**config.mk**
```make
export PLATFORM = sky130hd
export DESIGN_NAME = button_debouncer_flat
export DESIGN_NICKNAME = d
export VERILOG_FILES = /design/src/rtl/button_debouncer_if.sv /design/src/rtl/button_debouncer.sv /design/src/flat_wrapper.sv
export SDC_FILE = /design/constraint.sdc
export NUM_CORES = 1
export LEC_CHECK = 0
export BUFFER_PORTS_ARGS = -buffer_cell sky130_fd_sc_hd__buf_2
export CORE_MARGIN = 3
export CORE_UTILIZATION = 40
export DETAILED_ROUTE_END_ITERATION = 6
export GPL_TIMING_DRIVEN = 1
export PLACE_DENSITY = 0.67
export RECOVER_POWER = 50
export REMOVE_ABC_BUFFERS = 1
export SYNTH_ARGS = -nofsm -noshare
export SYNTH_HDL_FRONTEND = slang
export SYNTH_SLANG_ARGS = --single-unit
```
**constraint.sdc**
```tcl
create_clock -name clk -period 3.3 [get_ports clk]
set_clock_uncertainty 0.15 [all_clocks]
set_input_delay 0.165 -clock clk [delete_from_list [all_inputs] [get_ports clk]]
set_output_delay 0.165 -clock clk [all_outputs]
set_load 0.02 [all_outputs]
```
**src/rtl/button_debouncer_if.sv**
```systemverilog
// Button debouncer signal bundle: raw synchronized levels in, debounced level and press pulse out.
interface button_debouncer_if #(
   parameter int unsigned WIDTH = 1
);
   logic [WIDTH-1:0] glitchy_signal;
   logic [WIDTH-1:0] debounced_signal;
   logic [WIDTH-1:0] rise_pulse;

   modport master (
      output glitchy_signal,
      input  debounced_signal,
      input  rise_pulse
   );

   modport slave (
      input  glitchy_signal,
      output debounced_signal,
      output rise_pulse
   );
endinterface

```
**src/rtl/button_debouncer.sv**
```systemverilog
// Per-bit button debouncer: a bit reads pressed after PULSE_CNT_MAX consecutive high sample
// ticks, and each new press emits a one-cycle rise pulse. Inputs must already be synchronized.
module button_debouncer #(
   parameter int unsigned WIDTH          = 1,
   parameter int unsigned SAMPLE_CNT_MAX = 25000,
   parameter int unsigned PULSE_CNT_MAX  = 200
) (
   input  logic               clk,
   input  logic               rst,
   button_debouncer_if.slave  bus
);

   localparam int unsigned SAMPLE_W = $clog2(SAMPLE_CNT_MAX);
   localparam int unsigned SAT_W    = $clog2(PULSE_CNT_MAX + 1);
   localparam logic [SAMPLE_W-1:0] SAMPLE_LAST = SAMPLE_W'(SAMPLE_CNT_MAX - 1);
   localparam logic [SAT_W-1:0]    SAT_FULL    = SAT_W'(PULSE_CNT_MAX);

   logic [SAMPLE_W-1:0] r_sample_cnt;
   logic                w_sample_tick;
   logic [WIDTH-1:0]    w_debounced;
   logic [WIDTH-1:0]    r_prev;

   // Free-running sample prescaler shared by all bits.
   assign w_sample_tick = (r_sample_cnt == SAMPLE_LAST);

   always_ff @(posedge clk) begin
      if (rst) begin
         r_sample_cnt <= '0;
      end else if (w_sample_tick) begin
         r_sample_cnt <= '0;
      end else begin
         r_sample_cnt <= r_sample_cnt + SAMPLE_W'(1);
      end
   end

   genvar gi;
   generate
      for (gi = 0; gi < WIDTH; gi++) begin : g_bit
         logic [SAT_W-1:0] r_sat;

         // Any low cycle clears the run, even on a tick cycle.
         always_ff @(posedge clk) begin
            if (rst) begin
               r_sat <= '0;
            end else if (!bus.glitchy_signal[gi]) begin
               r_sat <= '0;
            end else if (w_sample_tick && (r_sat < SAT_FULL)) begin
               r_sat <= r_sat + SAT_W'(1);
            end
         end

         assign w_debounced[gi] = (r_sat == SAT_FULL);
      end
   endgenerate

   always_ff @(posedge clk) begin
      if (rst) begin
         r_prev <= '0;
      end else begin
         r_prev <= w_debounced;
      end
   end

   assign bus.debounced_signal = w_debounced;
   assign bus.rise_pulse       = w_debounced & ~r_prev;

endmodule

```
**src/flat_wrapper.sv**
```systemverilog
// flat-port wrapper written by rule: the top's interface ports become plain ports
module button_debouncer_flat 
#(
   parameter int unsigned WIDTH          = 1,
   parameter int unsigned SAMPLE_CNT_MAX = 25000,
   parameter int unsigned PULSE_CNT_MAX  = 200
)
  (clk, rst, bus_glitchy_signal, bus_debounced_signal, bus_rise_pulse);
  button_debouncer_if #(.WIDTH(WIDTH)) bus_i ();
  input  logic clk;
  input  logic rst;
  input wire logic [$bits(bus_i.glitchy_signal)-1:0] bus_glitchy_signal;
  output wire logic [$bits(bus_i.debounced_signal)-1:0] bus_debounced_signal;
  output wire logic [$bits(bus_i.rise_pulse)-1:0] bus_rise_pulse;
  assign bus_i.glitchy_signal = bus_glitchy_signal;
  assign bus_debounced_signal = bus_i.debounced_signal;
  assign bus_rise_pulse = bus_i.rise_pulse;
  button_debouncer #(.WIDTH(WIDTH), .SAMPLE_CNT_MAX(SAMPLE_CNT_MAX), .PULSE_CNT_MAX(PULSE_CNT_MAX)) u_core (.clk(clk), .rst(rst), .bus(bus_i));
endmodule
```
==> results of run 1 <==
sequential cells by signal (all words and copies together) (netlist names):
register             count
u_core.r_prev            1
u_core.g_bit.r_sat       8
u_core.r_sample_cnt     15
worst max-delay path by stage:
stage	cells after the start	start	slack, ps	to
after global placement	5	u_core.r_sample_cnt[0]	1340	u_core.g_bit[0].r_sat[3]
after floorplan	5	u_core.r_sample_cnt[0]	1480	u_core.g_bit[0].r_sat[3]
after CTS	6	u_core.g_bit[0].r_sat[0]	1230	bus_rise_pulse
after detailed placement	5	u_core.r_sample_cnt[0]	1280	u_core.r_sample_cnt[6]
final	5	u_core.r_sample_cnt[0]	1080	u_core.r_sample_cnt[6]
after global routing	5	u_core.r_sample_cnt[0]	880	u_core.r_sample_cnt[4]
final cells by class:
cell class	count	area share
sequential	24	0.3825
clock buffer	3	0.01793
inverter	7	0.02092
timing repair buffer	5	0.02291
tap	31	0.03088
clock inverter	1	0.02390
multi-input combinational	97	0.5010
through the flow:
stage          cell area, µm²  power, mW
3_3_place_gp             1201     0.3166
3_5_place_dp             1201     0.3173
5_1_grt                  1256     0.5430
2_1_floorplan            1142     0.3126
6_report                 1256     0.5240
4_1_cts                  1264     0.5306
cell usage in the layout, fill, tap and decap left out, types with 4 or more instances in the layout:
master and instances:
xor2_1 6, xnor2_1 7, nand4_1 5, inv_1 7
dfxtp_1 24, or4_1 4, a21oi_1 8, nand3_1 13
nor2_1 19, and3_1 4, o31ai_1 4, nor4_1 4
Yosys cell counts, types with 2 or more instances:
cell       n
a21oi_1    8
and2_1     2
nand2b_1   2
nand3_1   13
ha_1       3
nor4_1     4
nand4_1    4
xor2_1     6
inv_1      7
xnor2_1    7
buf_6      2
dfxtp_1   24
nand2_1    3
nor2_1    19
or3_1      2
and3_1     4
o21ai_0    3
nor4b_4    2
or4_1      4
o31ai_1    4
critical path, stage by stage (launching register included):
cell and delay [ps]:
dfxtp_1 420, ha_1 270, and2_0 200, nand4_1 370, nand2b_1 580, nor2_1 100
layer usage:
layer,GRT usage,vias to the layer above,share of wire
met5,0,-,0
met3,0.03888,0,0.031
met1,0.1464,454,0.45
li1,-,478,-
met4,0.01899,0,0
met2,0.2407,10,0.52
logic make-up (layout without fill, tap and decap cells):
logic type                 count (synthesis)  after routing  synth area share
and+or+nand+nor                           65             65            0.3298
DFF                                       24             24            0.4072
AOI/OAI and AO/OA                         16             16           0.08059
xor gates and xnor gates                  13             13           0.09650
buffers and inverters                     11             16           0.05408
adders and majority gates                  3              3           0.03182
power by group:
| group | total, mW | internal, mW | switching, mW |
|---|---|---|---|
| logic | 0.0146 | 0.00646 | 0.00810 |
| clock network | 0.212 | 0.123 | 0.0894 |
| registers | 0.297 | 0.293 | 0.00432 |
==> metrics, run 1 <==
Worst-Margin Slew 544.3 ps; Seq/Total Area, Yosys 0.4072; area delta synth->final 6.468%; total number of vias 942; area of the multi-input gates 629.4 µm²; worst skew pair latency 320 ps; RSZ-0062 raised after global routing false; VDD IR-drop max 0.3425 mV; die area 3637 µm²; setup ws final 1077 ps; R2R Path Start u_core.r_sample_cnt[0]; remaining antenna violation count 0; setup_tns 0 ps; Setup crit start kind register; DP HPWL 1572 µm; Die W 60.31 µm; # H-tree levels 1; GR Util All Layers 0.1291; Post-synth top flop dfxtp_1; Worst Setup End Kind register; FF-to-FF setup slack 1080 ps; TritonRoute pass-1 iters 4; clk sinks 24; Via density 5.607; Hold Crit Class in2reg; Yosys top cell area share 0.4072; final setup violation count 0; Yosys cell types 29; fin crit period 2223 ps; syn_area_per_cell 8.939 µm²; 1st-iter DRT viols 46; Ports 5; core area 2781 µm²; PostCTS Resize Cnt 0; number of synthesized flops with an enable pin 0; max frequency 449.8 MHz; Arrival @ worst endpoint 2260 ps; largest net degree at the start of global routing 16; Crit path required time 3340 ps; Synth async-reset ratio 0; R2R Path End u_core.r_sample_cnt[6]; port bufs 4; CTS tree done; first-pass GRT wire length 3629 µm; antenna diode instance count 0; Fin Hold WS 118.6 ps; FF-to-FF path depth 5; GRT overflow 0; Final Hold Fails 0; fin. max-slew vios 0; Synth Instances 132; clk root buf clkbuf_4; height of the chip 60.31 µm; vias in the first global route 874; Leakage 0.4331 nW; Min-Delay Endpoint u_core.g_bit[0].r_sat[7]; pre-CTS WS 1281 ps; deepest clock path buffer count 2; Placed Cells 163; headroom to the max-slew limit 0.6371; Post-Layout Cell Count 168; postcts setup bufs 0; Power Dens Cells 417.1 nW/µm²; Nets 144; final WL 2099 µm; clk slew on worst S/H paths 140 ps; status finished, final reports clean; Routed wire per std cell 12.49 µm; Row Count 19; hold_sp bus_glitchy_signal; CTS Buf Count 3; Cell Area, Synth 1180 µm²; FF+latch area 480.5 µm²; Tcrit/Tclk final 0.6737; Layout Utilization 0.4516; synth top area cells dfxtp_1 41%, nor2_1 6.0%, nand3_1 5.5%, xnor2_1 5.2%, xor2_1 4.5%; initial antenna violation count 0; Yosys reg bits 24; Max Cap Violations 0; cts hold-fix bufs 1; FILL cells 274; Initial Utilization 0.4242; crit-path max FO 15; Worst Hold Depth 3; layout cell share with drive strength beyond 1 0.07299; DRC violations left 0; YS warnings 0; routability cong. 0.8055; WS Path Type reg2reg; area leader, netlist dfxtp_1
(Power assumes the default switching activity.)
==> run 2, diff against run 1 <==
--- a/config.mk
+++ b/config.mk
@@ -10,7 +10,7 @@
 export CORE_UTILIZATION = 40
 export DETAILED_ROUTE_END_ITERATION = 6
 export GPL_TIMING_DRIVEN = 1
-export PLACE_DENSITY = 0.67
+export PLACE_DENSITY = 0.69
 export RECOVER_POWER = 50
 export REMOVE_ABC_BUFFERS = 1
 export SYNTH_ARGS = -nofsm -noshare
==> constraint.sdc (replaced) <==
create_clock -name clk -period 1.8 [get_ports clk]
set_clock_uncertainty 0.15 [all_clocks]
set_input_delay 0.09 -clock clk [delete_from_list [all_inputs] [get_ports clk]]
set_output_delay 0.09 -clock clk [all_outputs]
set_load 0.02 [all_outputs]
==> run 2 against run 1 <==
  * Register-to-register slack got worse by 1000 ps
  * Cell count increased by 13%
  * Combinational power rose to 3.3 times the previous value
  * Final area rose by 20%
  * Setup slack got worse by 1100 ps
  * Hold slack worse by 33 ps
  * Non-clock buffer count rose by 21
  * Sequential share of layout area is 5.4 points lower
  * Total power grew 85%
  * Die area unchanged
  * The flow now finishes with violations (setup timing)
  * First-iteration DRC count is 80% higher
  * Global-route usage is 2.0 points higher
==> metrics, run 2 (synthesis gave the netlist of run 1 again) <==
worst skew pair latency 310 ps; crit-path max FO 3; clk root buf clkbuf_4; Min-Delay Endpoint u_core.g_bit[0].r_sat[4]; FF-to-FF path depth 4; NetSw 187.4 µW; Die W 60.31 µm; max frequency 539.8 MHz; core area 2781 µm²; met3 GRT Util 0.04104; die area 3637 µm²; Clock power frac 0.398; Seq pwr share 0.553; hold_sp bus_glitchy_signal; first-pass GRT wire length 4133 µm; Setup crit start kind register; Int Power 781.3 µW; Ports 5; height of the chip 60.31 µm; area delta synth->final 27.36%; GRT overflow 0; largest net degree at the start of global routing 16; met2 Resource Use GR 0.2778; final setup violation count 1; Row Count 19; R2R Path Start u_core.r_sample_cnt[12]; fin. max-slew vios 0; CTS Buf Count 3; RSZ-0062 raised after global routing true; fin crit period 1852 ps; Layout Utilization 0.5403; final WL 2536 µm; clk slew on worst S/H paths 130 ps; CTS tree done; Final Hold Fails 0; total number of vias 1026; VDD IR-drop max 0.7068 mV; # H-tree levels 1; DP HPWL 1851 µm; status finished, violations left; Worst Setup End Kind output port; max reg flops 15; Max Cap Violations 0; setup_tns -52.46 ps; deepest clock path buffer count 2; Crit path required time 1560 ps; Top reg by flops u_core.r_sample_cnt; Sw Ratio 0.1934; failing checks setup timing; clk sinks 24; Power Total 968.6 µW; R2R Path End u_core.g_bit[0].r_sat[5]; most frequent cells in the layout 20 x dfxtp_1, 19 x buf_4, 18 x nor2_1; routability cong. 0.8613; Via density 5.429; DRC violations left 0; 1st-iter DRT viols 83; Power Dens Cells 644.6 nW/µm²; commonest non-fill, non-tap cell in the layout dfxtp_1; cell area after placement 1341 µm²; Initial Utilization 0.4242; gr busiest metal met2; Arrival @ worst endpoint 1610 ps; vias in the first global route 975; met1 usage 0.1723; setup ws final -52.46 ps; Worst Hold Depth 3; Tcrit/Tclk final 1.029; antenna diode instance count 0; TritonRoute pass-1 iters 4; layout cell share with drive strength beyond 1 0.3038; pre-CTS WS 83.58 ps; port bufs 4; initial antenna violation count 0; remaining antenna violation count 0; Nets 165; Top Registers u_core.r_sample_cnt (15), u_core.g_bit.r_sat (8), u_core.r_prev (1); headroom to the max-slew limit 0.7401; Worst-Margin Slew 386.3 ps; GR Util All Layers 0.1489; Hold Crit Class in2reg; power share of the combinational group 0.049; Routed wire per std cell 13.42 µm; FILL cells 257; Post-Layout Inst Area 1503 µm²; FF-to-FF setup slack 50 ps; Leakage 0.5726 nW; WS Path Type reg2out
run 2: critical path: stages, from the launching register on:
cell and delay (ps):
dfxtp_4 370, inv_4 60, ha_4 110, nand3b_1 70, or4_4 450, nor2_2 110, buf_6 120
run 2: how the worst max path moves through the flow:
stage                                to  cells past startpoint                     start
3_5_place_dp   u_core.g_bit[0].r_sat[6]                      5    u_core.r_sample_cnt[9]
2_1_floorplan  u_core.g_bit[0].r_sat[3]                      5    u_core.r_sample_cnt[0]
4_1_cts                  bus_rise_pulse                      6  u_core.g_bit[0].r_sat[0]
5_1_grt                  bus_rise_pulse                      6  u_core.g_bit[0].r_sat[0]
6_report                 bus_rise_pulse                      6  u_core.g_bit[0].r_sat[0]
3_3_place_gp   u_core.g_bit[0].r_sat[4]                      5   u_core.r_sample_cnt[12]
run 2: per-stage QoR:
stage	hold WS [ps]	std cells
after floorplan	12.38	128
after global placement	115.4	180
after detailed placement	129.6	180
after CTS	55.67	188
after global routing	93.14	189
final	85.25	189
run 2: layout make-up:
type	count	area [µm²]	area share
inverters	7	28.78	0.01915
repair buffers	26	216.5	0.1440
well taps	31	38.79	0.02581
clock inverters	1	30.03	0.01998
clock buffers	3	22.52	0.01499
multi-input cells	97	673.1	0.4480
flip-flops and latches	24	493.0	0.3281
run 2: layer usage:
metal / wire length, µm / share of wire / vias to the layer above
met5: 0 / 0 / -
met2: 1413 / 0.56 / 14
met3: 62 / 0.024 / 4
met4: 23 / 0.0091 / 0
li1: - / - / 519
met1: 1036 / 0.41 / 489
run 2: timing repair:
action	CTS	global route
hold endpoints to repair	1	0
setup endpoints to repair	2	6
resized for setup	12	13
hold buffers	1	0
setup buffers	3	1
pin swaps	0	5
run 2: power by group through the flow:
stage          Combinational [mW]  Sequential (mW)  Clock [mW]
3_5_place_dp               0.0457            0.552           0
5_1_grt                    0.0546            0.537       0.420
3_3_place_gp               0.0435            0.552           0
6_report                   0.0476            0.536       0.385
4_1_cts                    0.0477            0.538       0.399
2_1_floorplan              0.0184            0.555           0
